[config.mk]
export PLATFORM = sky130hd
export DESIGN_NAME = puf_cro_ctrl
export DESIGN_NICKNAME = d
export VERILOG_FILES = /design/src/rtl/puf_cro_ctrl.sv
export SDC_FILE = /design/constraint.sdc
export NUM_CORES = 1
export LEC_CHECK = 0
export BUFFER_PORTS_ARGS = -buffer_cell sky130_fd_sc_hd__buf_4
export CORE_MARGIN = 3
export CORE_UTILIZATION = 38
export CTS_CLUSTER_DIAMETER = 100
export DETAILED_ROUTE_END_ITERATION = 8
export PLACE_DENSITY = 0.66
export SETUP_SLACK_MARGIN = 0.5
export SLEW_MARGIN = 5
export SYNTH_ARGS = -nofsm -noshare
export SYNTH_HDL_FRONTEND = slang
export SYNTH_SLANG_ARGS = --single-unit
export TNS_END_PERCENT = 5
[constraint.sdc]
create_clock -name clk -period 2.37 [get_ports clk]
set_input_delay 0.711 -clock clk [delete_from_list [all_inputs] [get_ports clk]]
set_output_delay 0.711 -clock clk [all_outputs]
set_load 0.03 [all_outputs]
[src/rtl/puf_cro_ctrl.sv]
`default_nettype none
// ============================================================================
//  Module      : puf_cro_ctrl
//  Description : Measurement controller for a configurable-ring-oscillator
//                (CRO) PUF. Drives a challenge and enable into two CRO slice
//                chains, lets the rings settle, counts rising edges of both
//                ring outputs over a fixed window and registers which ring
//                was faster as the response bit.
//  Revision    : 1.0 - initial release
// ----------------------------------------------------------------------------
//  Ports
//    clk            in   rising-edge clock for all logic
//    rst            in   synchronous active-high reset
//    start          in   request a measurement (sampled in IDLE only)
//    abort          in   cancel the measurement in progress
//    challenge      in   [CHAL_W] challenge, captured on the accepted start
//    ro_a, ro_b     in   asynchronous ring oscillator outputs
//    cro_challenge  out  [CHAL_W] registered challenge to the slice sel lines
//    cro_en         out  registered ring enable
//    busy           out  high in every state except IDLE
//    done           out  one-cycle pulse when a new result is valid
//    response       out  1 when count_a > count_b
//    tie            out  1 when count_a == count_b
//    count_a/_b     out  [CNT_W] final counts of the last measurement
// ============================================================================
module puf_cro_ctrl #(
  parameter int CHAL_W     = 8,
  parameter int CNT_W      = 16,
  parameter int SETTLE_CYC = 4,
  parameter int WINDOW_CYC = 1024
) (
  input  logic              clk,
  input  logic              rst,
  input  logic              start,
  input  logic              abort,
  input  logic [CHAL_W-1:0] challenge,
  input  logic              ro_a,
  input  logic              ro_b,
  output logic [CHAL_W-1:0] cro_challenge,
  output logic              cro_en,
  output logic              busy,
  output logic              done,
  output logic              response,
  output logic              tie,
  output logic [CNT_W-1:0]  count_a,
  output logic [CNT_W-1:0]  count_b
);

  // Phase timer must hold the longer of the settle and window lengths.
  localparam int c_TMR_MAX = (SETTLE_CYC > WINDOW_CYC) ? SETTLE_CYC : WINDOW_CYC;
  localparam int c_TMR_W   = $clog2(c_TMR_MAX + 1);

  localparam logic [c_TMR_W-1:0] c_TMR_ZERO   = '0;
  localparam logic [c_TMR_W-1:0] c_TMR_ONE    = c_TMR_W'(1);
  localparam logic [c_TMR_W-1:0] c_SETTLE_LD  = c_TMR_W'(SETTLE_CYC - 1);
  localparam logic [c_TMR_W-1:0] c_WINDOW_LD  = c_TMR_W'(WINDOW_CYC - 1);
  localparam logic [c_TMR_W-1:0] c_DRAIN_LD   = c_TMR_W'(1);
  localparam logic [CNT_W-1:0]   c_CNT_ONE    = CNT_W'(1);
  localparam logic [CNT_W-1:0]   c_CNT_MAX    = '1;

  localparam logic [2:0] c_IDLE    = 3'd0;
  localparam logic [2:0] c_LOAD    = 3'd1;
  localparam logic [2:0] c_SETTLE  = 3'd2;
  localparam logic [2:0] c_MEASURE = 3'd3;
  localparam logic [2:0] c_DRAIN   = 3'd4;
  localparam logic [2:0] c_COMPARE = 3'd5;
  localparam logic [2:0] c_DONE    = 3'd6;

  logic [2:0]         r_state;
  logic [2:0]         w_next;
  logic [c_TMR_W-1:0] r_tmr;
  logic [2:0]         r_sync_a;
  logic [2:0]         r_sync_b;
  logic               w_edge_a;
  logic               w_edge_b;
  logic [CNT_W-1:0]   r_cnt_a;
  logic [CNT_W-1:0]   r_cnt_b;
  logic [CHAL_W-1:0]  r_chal;
  logic               r_cro_en;
  logic               r_response;
  logic               r_tie;
  logic [CNT_W-1:0]   r_count_a;
  logic [CNT_W-1:0]   r_count_b;

  // Bits [1:0] form the synchronizer; bit 2 is the previous synchronized
  // value used for rising-edge detection.
  always_ff @(posedge clk) begin
    if (rst) begin
      r_sync_a <= '0;
      r_sync_b <= '0;
    end else begin
      r_sync_a <= {r_sync_a[1:0], ro_a};
      r_sync_b <= {r_sync_b[1:0], ro_b};
    end
  end

  assign w_edge_a = r_sync_a[1] & ~r_sync_a[2];
  assign w_edge_b = r_sync_b[1] & ~r_sync_b[2];

  // ---------------- FSM: state register ----------------
  always_ff @(posedge clk) begin
    if (rst) r_state <= c_IDLE;
    else     r_state <= w_next;
  end

  // ---------------- FSM: next-state logic ----------------
  always_comb begin
    w_next = r_state;
    case (r_state)
      c_IDLE:    if (start && !abort) w_next = c_LOAD;
      c_LOAD:    w_next = c_SETTLE;
      c_SETTLE:  if (r_tmr == c_TMR_ZERO) w_next = c_MEASURE;
      c_MEASURE: if (r_tmr == c_TMR_ZERO) w_next = c_DRAIN;
      c_DRAIN:   if (r_tmr == c_TMR_ZERO) w_next = c_COMPARE;
      c_COMPARE: w_next = c_DONE;
      c_DONE:    w_next = c_IDLE;
      default:   w_next = c_IDLE;
    endcase
    // Abort cancels from any active state.
    if (abort && (r_state != c_IDLE)) w_next = c_IDLE;
  end

  // ---------------- FSM: outputs ----------------
  always_comb begin
    busy = (r_state != c_IDLE);
    done = (r_state == c_DONE);
  end

  // Phase timer: reloaded on entry to a timed state so it reads zero in
  // that state's final cycle.
  always_ff @(posedge clk) begin
    if (rst) begin
      r_tmr <= '0;
    end else if (w_next != r_state) begin
      case (w_next)
        c_SETTLE:  r_tmr <= c_SETTLE_LD;
        c_MEASURE: r_tmr <= c_WINDOW_LD;
        c_DRAIN:   r_tmr <= c_DRAIN_LD;
        default:   r_tmr <= '0;
      endcase
    end else if (r_tmr != c_TMR_ZERO) begin
      r_tmr <= r_tmr - c_TMR_ONE;
    end
  end

  // Enable is registered from the next state so it is high exactly during
  // SETTLE and MEASURE and drops the cycle after an abort.
  always_ff @(posedge clk) begin
    if (rst) r_cro_en <= 1'b0;
    else     r_cro_en <= (w_next == c_SETTLE) || (w_next == c_MEASURE);
  end

  always_ff @(posedge clk) begin
    if (rst) begin
      r_chal <= '0;
    end else if ((r_state == c_IDLE) && (w_next == c_LOAD)) begin
      r_chal <= challenge;
    end
  end

  // Edge counters: cleared while loading/settling or on abort, counting
  // only in MEASURE, saturating at all-ones.
  always_ff @(posedge clk) begin
    if (rst) begin
      r_cnt_a <= '0;
      r_cnt_b <= '0;
    end else if (abort || (r_state == c_LOAD) || (r_state == c_SETTLE)) begin
      r_cnt_a <= '0;
      r_cnt_b <= '0;
    end else if (r_state == c_MEASURE) begin
      if (w_edge_a && (r_cnt_a != c_CNT_MAX)) r_cnt_a <= r_cnt_a + c_CNT_ONE;
      if (w_edge_b && (r_cnt_b != c_CNT_MAX)) r_cnt_b <= r_cnt_b + c_CNT_ONE;
    end
  end

  // Results only change in a COMPARE cycle that is not being aborted.
  always_ff @(posedge clk) begin
    if (rst) begin
      r_response <= 1'b0;
      r_tie      <= 1'b0;
      r_count_a  <= '0;
      r_count_b  <= '0;
    end else if ((r_state == c_COMPARE) && !abort) begin
      r_response <= (r_cnt_a > r_cnt_b);
      r_tie      <= (r_cnt_a == r_cnt_b);
      r_count_a  <= r_cnt_a;
      r_count_b  <= r_cnt_b;
    end
  end

  assign cro_challenge = r_chal;
  assign cro_en        = r_cro_en;
  assign response      = r_response;
  assign tie           = r_tie;
  assign count_a       = r_count_a;
  assign count_b       = r_count_b;

endmodule
`default_nettype wire

== After elaboration in Yosys (flattened, before gate mapping) ==
Cells that the tools add are included.

* Word-level logic and storage cells: 61
* Input bits: 14
* Bits in registers: 95

* Reductions and logical operators: 18
* Eq/ne operators: 14
* $lt $le $gt $ge: 1
* Add/sub/neg operators: 3
* Bitwise logic cells: 4
* Mux-type cells: 9

{| class="wikitable"
|+ Operators with widths
! cell !! number
|-
| $add A16 B1 Y16 const B || 2
|-
| $ne A16 B16 Y1 const B || 2
|-
| $pmux W10 S3 || 1
|-
| $mux W11 || 2
|-
| $pmux W3 S6 || 1
|-
| $eq A16 B16 Y1 || 1
|-
| $gt A16 B16 Y1 || 1
|-
| $mux W3 || 5
|-
| $eq A3 B2 Y1 const B || 4
|-
| $eq A3 B3 Y1 const B || 4
|-
| $logic_not A11 Y1 || 1
|-
| $reduce_bool A11 Y1 || 1
|-
| $sub A11 B1 Y11 const B || 1
|-
| $eq A3 B1 Y1 const B || 2
|-
| $logic_and A1 B1 Y1 || 6
|-
| $reduce_and A2 Y1 || 2
|-
| $logic_not A3 Y1 || 1
|-
| $logic_or A1 B1 Y1 || 3
|-
| $ne A3 B3 Y1 || 1
|-
| $reduce_bool A3 Y1 || 1
|-
| $and A1 B1 Y1 || 2
|-
| $not A1 Y1 || 2
|-
| $reduce_bool A2 Y1 || 1
|-
| $reduce_or A2 Y1 || 1
|-
| $logic_not A1 Y1 || 1
|}

== Logic depth before layout (Yosys ltp) ==
Gate-level depths: netlist of the first run.

* Word-level depth: 8
* Mapped depth: 8
* Gate-level depth less buffers: 7

== Least setup slack after synthesis of the first run ==
OpenSTA, ideal clock, no wires.

* Path type: input-to-reg
* From: input rst
* To: register r_cnt_a[0]
* Setup slack: 307 ps
* Data arrival time: 1,945 ps
* Data required time: 2,253 ps
* Library setup time: 117 ps
* Cell stages on the path: 6
* Cell sequence: clkbuf_1 nor2_1 o21ai_1 clkbuf_1 buf_2 nor2_1

* Longest elaborated chain between the ends: 1

{| class="wikitable"
|+ Ends and longest elaborated chain
! what !! line !! text
|-
| start, declared || 33 || <nowiki>input logic rst,</nowiki>
|-
| $reduce_or A2 Y1 (no line) || - ||
|-
| end signal, assigned || 171 || <nowiki>if (w_edge_a && (r_cnt_a != c_CNT_MAX)) r_cnt_a <= r_cnt_a + c_CNT_ONE;</nowiki>
|-
| end, declared || 76 || <nowiki>logic [CNT_W-1:0] r_cnt_a;</nowiki>
|}

No other way between the ends.
A chain may end at the register's enable or synchronous reset.

== Worst setup path after layout of the first run ==
* From: register r_state[1]
* To: output busy

* Longest elaborated chain between the ends: 1

{| class="wikitable"
|+ Ends and longest elaborated chain
! what !! line !! text
|-
| start, declared || 69 || <nowiki>logic [2:0] r_state;</nowiki>
|-
| start signal, assigned || 102 || <nowiki>if (rst) r_state <= c_IDLE;</nowiki>
|-
| start signal, assigned || 103 || <nowiki>else r_state <= w_next;</nowiki>
|-
| $reduce_bool A3 Y1 || 125 || <nowiki>busy = (r_state != c_IDLE);</nowiki>
|-
| end, declared || 41 || <nowiki>output logic busy,</nowiki>
|}

No other way between the ends.

==> results of run 1 <==
-- worst max-delay path by stage --
stage                       startpoint                       end  slack, ps  depth (start not counted)
6_report         r_state[1]$_SDFF_PP0_                      busy        430                          4
5_1_grt          r_tmr[0]$_SDFFE_PP0P_     r_tmr[3]$_SDFFE_PP0P_        380                          8
4_1_cts          r_state[0]$_SDFF_PP0_                      busy        420                          4
3_5_place_dp   r_cnt_b[0]$_SDFFE_PP0P_  r_cnt_b[11]$_SDFFE_PP0P_        120                          6
3_3_place_gp   r_cnt_b[0]$_SDFFE_PP0P_   r_cnt_b[5]$_SDFFE_PP0P_        290                          6
2_1_floorplan    r_tmr[0]$_SDFFE_PP0P_     r_tmr[1]$_SDFFE_PP0P_        420                          8
-- cell families (layout without fill, tap and decap cells) --
family                     Yosys count  count (layout)  share of synthesized area [%]
adders and majority gates           19              19                           5.34
muxes                               15              15                           3.49
AOI/OAI and AO/OA                  109             111                           14.9
buffers and inverters               50             119                           4.53
DFF                                 95              95                           42.7
and+or+nand+nor                    226             226                           24.9
xor gates and xnor gates            21              21                           4.13
-- registers in the layout (all words and copies together), names as in the netlist --
name / count
cro_en: 1
r_sync_a: 3
count_b: 16
r_tmr: 11
count_a: 16
r_state: 3
tie: 1
r_cnt_a: 16
r_sync_b: 3
cro_challenge: 8
response: 1
r_cnt_b: 16
-- cells in the mapped netlist, types with 2 or more instances --
library cell / instances
o21a_1: 4
clkbuf_1: 20
o21ai_0: 13
o31ai_1: 8
nor3b_1: 3
and3_1: 2
or3_1: 10
nor2b_1: 9
nor4_1: 3
mux2i_1: 11
mux2_2: 4
a211oi_1: 6
nor3_1: 10
nand2_1: 95
xor2_1: 9
or2_2: 2
a21oi_1: 55
nor2_1: 44
nand4b_1: 2
buf_2: 5
inv_1: 22
buf_1: 2
nand4_1: 6
ha_1: 19
nand3_1: 17
o21ai_1: 2
dfxtp_1: 95
a221oi_1: 2
a21o_1: 3
or4_1: 7
nand2b_1: 3
and4_1: 4
o211ai_1: 5
xnor2_1: 12
o2111ai_1: 2
-- repair_timing --
action / CTS / global route
pin swaps: 2 / 5
gates resized for setup: 21 / 19
setup buffers: 7 / 4
cloned: 0 / 2
endpoints found under the setup margin: 22 / 39
-- power groups by stage --
| stage | Clock (W) | Sequential [W] | Combinational, W |
|---|---|---|---|
| 4_1_cts | 0.00163 | 0.00170 | 0.000559 |
| 2_1_floorplan | 0 | 0.00174 | 0.000399 |
| 5_1_grt | 0.00171 | 0.00171 | 0.000657 |
| 3_5_place_dp | 0 | 0.00174 | 0.000537 |
| 6_report | 0.00160 | 0.00170 | 0.000592 |
| 3_3_place_gp | 0 | 0.00173 | 0.000524 |
-- cell type report --
type                            count  area [um2]  share of cell area (%)
Multi-Input combinational cell    392        2480                    44.0
Sequential cell                    95        1920                    34.0
Timing Repair Buffer               81         648                    11.5
Clock buffer                       12         256                    4.55
Tap cell                          140         175                    3.11
Inverter                           22        82.6                    1.46
Clock inverter                      4        76.3                    1.35
-- through the flow --
stage | instances | hold slack (ps) | cell area, um2 | setup WS, ps | util [%]
floorplan | 535 | 414 | 4450 | 421 | -
CTS | 740 | 441 | 5490 | 422 | 49.4
finish | 746 | 441 | 5640 | 433 | 50.7
detailed placement | 717 | 425 | 5030 | 120 | 45.3
global placement | 717 | 421 | 5030 | 293 | 45.3
global route | 746 | 461 | 5640 | 376 | 50.7
-- metal layers --
layer | up-vias | wire [um] | part of all wire [%] | GRT usage, %
met1 | 1848 | 5100 | 46 | 22.4
met3 | 19 | 569 | 5.2 | 4.28
met4 | 0 | 240 | 2.2 | 6.18
met2 | 99 | 5120 | 46 | 27.5
met5 | - | 0 | 0 | 0
li1 | 2008 | - | - | -
==> run summary, run 1 <==
Number of synthesized flops with an enable pin: 0
Input/output buffers: 58
Clock Sinks: 95
# fillers: 1057
Top FF cell, synth: dfxtp_1
Die Wd: 114 um
Sequential power share: 43.7%
Hold EP: r_sync_a[1]$_SDFF_PP0_
GRT Util Overall: 17.1%
Die area: 0.0130 mm2
Die height: 114 um
Pleak: 2.20 nW
Synth top area share: 42.7%
Worst-margin pin slew: 481 ps
Sw frac: 25.6%
Floorplan row count: 38
Syn nets: 568
Syn Area/Cell: 8.32 um2
Min Tclk post-route: 1940 ps
Number of max-cap violations: 0
Initial Utilization: 40.0%
Commonest cells after routing, fill and taps aside: 94 x nand2_1, 88 x dfxtp_1, 76 x buf_4
R2R setup slack: 490 ps
Layout cell share with drive strength beyond 1: 21.8%
Final Cycle Share: 81.7%
Post-Syn Instances: 535
Clock tree buffer depth: 2
Largest net degree at the start of global routing: 36
Post-Syn Area: 0.00445 mm2
CP max stage delay: 350 ps
Core area: 0.0111 mm2
Root Buffer: clkbuf_16
CP required: 1660 ps
CTS clock-pin slew for the worst setup and hold paths: 60 ps
# DRC: 0
Capturing point of the worst reg2reg path: r_cnt_b[12]$_SDFFE_PP0P_
Power Density: 691 mW/mm2
Crit path max-delay family: flip-flops
DRT iter0 DRCs: 229
Hold path cells: 1
Synth-to-layout area growth: 26.7%
Post-CTS Hold Buffers: 0
Final setup fails: 0
Clock Latency Late Sink: 340 ps
Slowest cell on crit path: dfxtp_4
Crit-path max FO: 6
Unrepaired setup endpoints after global routing: yes
Post-synthesis sequential area ratio: 42.7%
H-tree Lvls: 3
Vias per cell: 5.33
Synth cell types: 54
Routed len/inst: 14.8 um
Most common cell after layout, fill and taps aside: nand2_1
Routed via count: 3974
GPL Wtd Cong: 0.872
Top cells by area, synth: dfxtp_1 43%, nand2_1 8.0%, a21oi_1 6.2%
Total congestion overflow: 0
Total Routed Length: 11000 um
WP buf/inv: 3
Status: complete, no violations
Total Power Consumption: 0.00390 W
Reg2reg start: r_cnt_b[6]$_SDFFE_PP0P_
P_int: 0.00290 W
First-pass detailed-route iteration total: 4
Vias in the first global route: 3788
Worst Hold Launch: r_sync_a[0]$_SDFF_PP0_
Worst setup SP type: register
Clock power frac: 41.1%
CTS tree: built
N_diodes: 0
Warnings, synthesis: 0
FF-to-FF path depth: 5
Worst Hold Class: register to register
Hpwl dp: 7590 um
Global-route wire length before repair: 18100 um
Synth Register Bits: 95
Initial antenna violation count: 0
IR drop worst, VDD: 0.434 mV
Number of buffers created by CTS: 9
Clock skew: 3.68 ps
Post-synth top area cell: dfxtp_1
F_max: 516 MHz
Cell Chain, Critical Path: buf_12 -> nor3_4 -> inv_2 -> buf_6
Final Net Count: 634
Slew HR: 67.1%
Fraction of registers with async set/reset: 0%
CP Data Arrival Time: 1230 ps
Antenna viol nets, final: 0
Sw power: 0.000998 W
I/O Pins: 59
CP Capture Type: output port
Crit Path Class: register to output port
Comb power frac: 15.2%
Final setup TNS: 0 ps
Final Hold Vio Count: 0
Final slew viol count: 0
No activity file was read; power rests on OpenSTA's default activity.
==> run 2: changes to the inputs <==
clock period = 1.8 ns   (was 2.37 ns; I/O delays follow)
==> run 2 against run 1 <==
Compared with the run above: the flow now finishes with violations (setup timing); core utilization is 13 points higher; global-route usage rose by 0.88 points; hold slack worse by 35 ps; via count rose by 8.4%; cell area increased by 25%; combinational power grew 100%; sequential share of layout area decreased by 5.7 points; critical path type is now register to register; critical endpoint is now r_cnt_b[15]$_SDFFE_PP0P_.
==> run summary, run 2 (synthesis results as in run 1) <==
Vias per cell: 5.31 (-0.28%)
Input/output buffers: 58 (unchanged)
Min Tclk post-route: 1810 ps
Final Net Count: 699 (+10%)
I/O Pins: 59 (unchanged)
Most common cell after layout, fill and taps aside: buf_4
Vias in the first global route: 4013 (+5.9%)
CTS clock-pin slew for the worst setup and hold paths: 70 ps (about the same)
Initial antenna violation count: 0 (unchanged)
Placed insts: 776 (+8.2%)
IR drop worst, VDD: 0.554 mV (+28%)
Routed len/inst: 15.7 um (+5.9%)
Status: finished with violations
Total congestion overflow: 0 (unchanged)
Die Wd: 114 um (unchanged)
H-tree Lvls: 3 (unchanged)
Post-CTS Hold Buffers: 0 (unchanged)
N_diodes: 0 (unchanged)
Hpwl dp: 8130 um (+7.0%)
GRT Util Overall: 18.0% (+0.88 points)
CP Data Arrival Time: 2080 ps (+850 ps)
Post-route insts no fill: 811 (+8.7%)
Crit Path Class: register to register
Final slew viol count: 0 (unchanged)
Total Routed Length: 12700 um (+15%)
Final Cycle Share: 100%
DRT iter0 DRCs: 195 (-15%)
Global-route wire length before repair: 19100 um (+5.5%)
Hold path cells: 2 (+1)
Layout cell share with drive strength beyond 1: 55.0% (+33 points)
Unrepaired setup endpoints after global routing: yes
Final worst slack: -6.49 ps (-439 ps)
Worst setup SP type: register
FF-to-FF path depth: 8 (+3)
Routed via count: 4308 (+8.4%)
Final setup fails: 1 (+1)
Initial Utilization: 40.0% (unchanged)
First-pass detailed-route iteration total: 4 (unchanged)
Final core occ: 63.3% (+13 points)
Clock Latency Late Sink: 340 ps (about the same)
Commonest cells after routing, fill and taps aside: 85 x buf_4, 65 x dfxtp_2, 58 x nand2_1, 58 x buf_6, 40 x nor2_1
CP required: 2070 ps (+410 ps)
Dpl ws: -23.0 ps (-143 ps)
Number of max-cap violations: 0 (unchanged)
Total Power Consumption: 0.00542 W (+39%)
F_max: 554 MHz
Clock Sinks: 95 (unchanged)
Worst Hold Class: primary input to register
Root Buffer: clkbuf_16
CTS tree: built
Failing checks: setup timing
Floorplan row count: 38 (unchanged)
Synth-to-layout area growth: 58.2%
GPL Wtd Cong: 0.899 (+3.1%)
Power Density: 770 mW/mm2 (+11%)
# DRC: 0 (unchanged)
Die area: 0.0130 mm2 (unchanged)
Number of buffers created by CTS: 9 (unchanged)
Largest net degree at the start of global routing: 34 (-5.6%)
Die height: 114 um (unchanged)
CP Capture Type: register
Pleak: 3.10 nW (+41%)
Crit-path max FO: 6 (unchanged)
Worst-margin pin slew: 480 ps (-1.52 ps)
Antenna viol nets, final: 0 (unchanged)
Clock skew: 7.33 ps (+3.65 ps)
Core area: 0.0111 mm2 (unchanged)
Slew HR: 67.7% (+0.59 points)
# fillers: 905 (-14%)
Clock tree buffer depth: 2 (unchanged)
Final Hold Vio Count: 0 (unchanged)
run 2: changes by cell type in the layout (fill, tap and decap cells not counted), sizes merged:
cell,change
buf,+66
clkinv,+2
bufinv,-1
inv,-1
o2111ai,-1
run 2: timing repair:
item,4_1_cts,5_1_grt
cloned,1,1
buffers inserted,13,4
resized for setup,39,273
pin swaps,15,65
endpoints found under the setup margin,134,134
run 2: cell type report:
type / instances / area [um2] / area share [%]
Clock buffer: 12 / 246 / 3.50
Multi-Input combinational cell: 391 / 3110 / 44.2
Timing Repair Buffer: 147 / 1370 / 19.5
Tap cell: 140 / 175 / 2.49
Inverter: 22 / 82.6 / 1.17
Clock inverter: 4 / 55.1 / 0.782
Sequential cell: 95 / 1990 / 28.3
run 2: metal layers:
metal | up-vias | share of wire (%) | global-route usage, %
li1 | 2127 | - | -
met1 | 2071 | 44 | 24.1
met2 | 89 | 49 | 29.3
met3 | 21 | 4.8 | 4.33
met4 | 0 | 1.6 | 4.43
met5 | - | 0 | 0
run 2: final timing paths:
path	from	to	slack, ps
setup / recovery	r_cnt_b[1]$_SDFFE_PP0P_	r_cnt_b[15]$_SDFFE_PP0P_	-6
setup reg to reg	r_cnt_b[1]$_SDFFE_PP0P_	r_cnt_b[15]$_SDFFE_PP0P_	-6
hold reg to reg	r_sync_a[0]$_SDFF_PP0_	r_sync_a[1]$_SDFF_PP0_	440
hold / removal	ro_a	r_sync_a[0]$_SDFF_PP0_	410
run 2: report_power, final:
part / internal (W) / total, W / switching, W / leakage (nW)
combinational: 0.000606 / 0.00121 / 0.000604 / 2.16
sequential: 0.00218 / 0.00226 / 0.0000773 / 0.802
clock: 0.00112 / 0.00195 / 0.000826 / 0.143
run 2: metrics by stage:
step	setup TNS, ps	hold slack (ps)	cell area [um2]
final	-6.49	406	7040
after global routing	-337	397	7040
after CTS	0	398	6070
after detailed placement	-25.6	429	5520
after global placement	0	419	5520
after floorplan	0	414	4490
run 2: critical path: stages, from the launching register on:
cell       delay [ps]
dfxtp_2           360
ha_4              140
nand3_2           100
or3_4             430
o2111ai_4         240
buf_6             150
buf_4             110
o31ai_1            50
a21oi_1           140
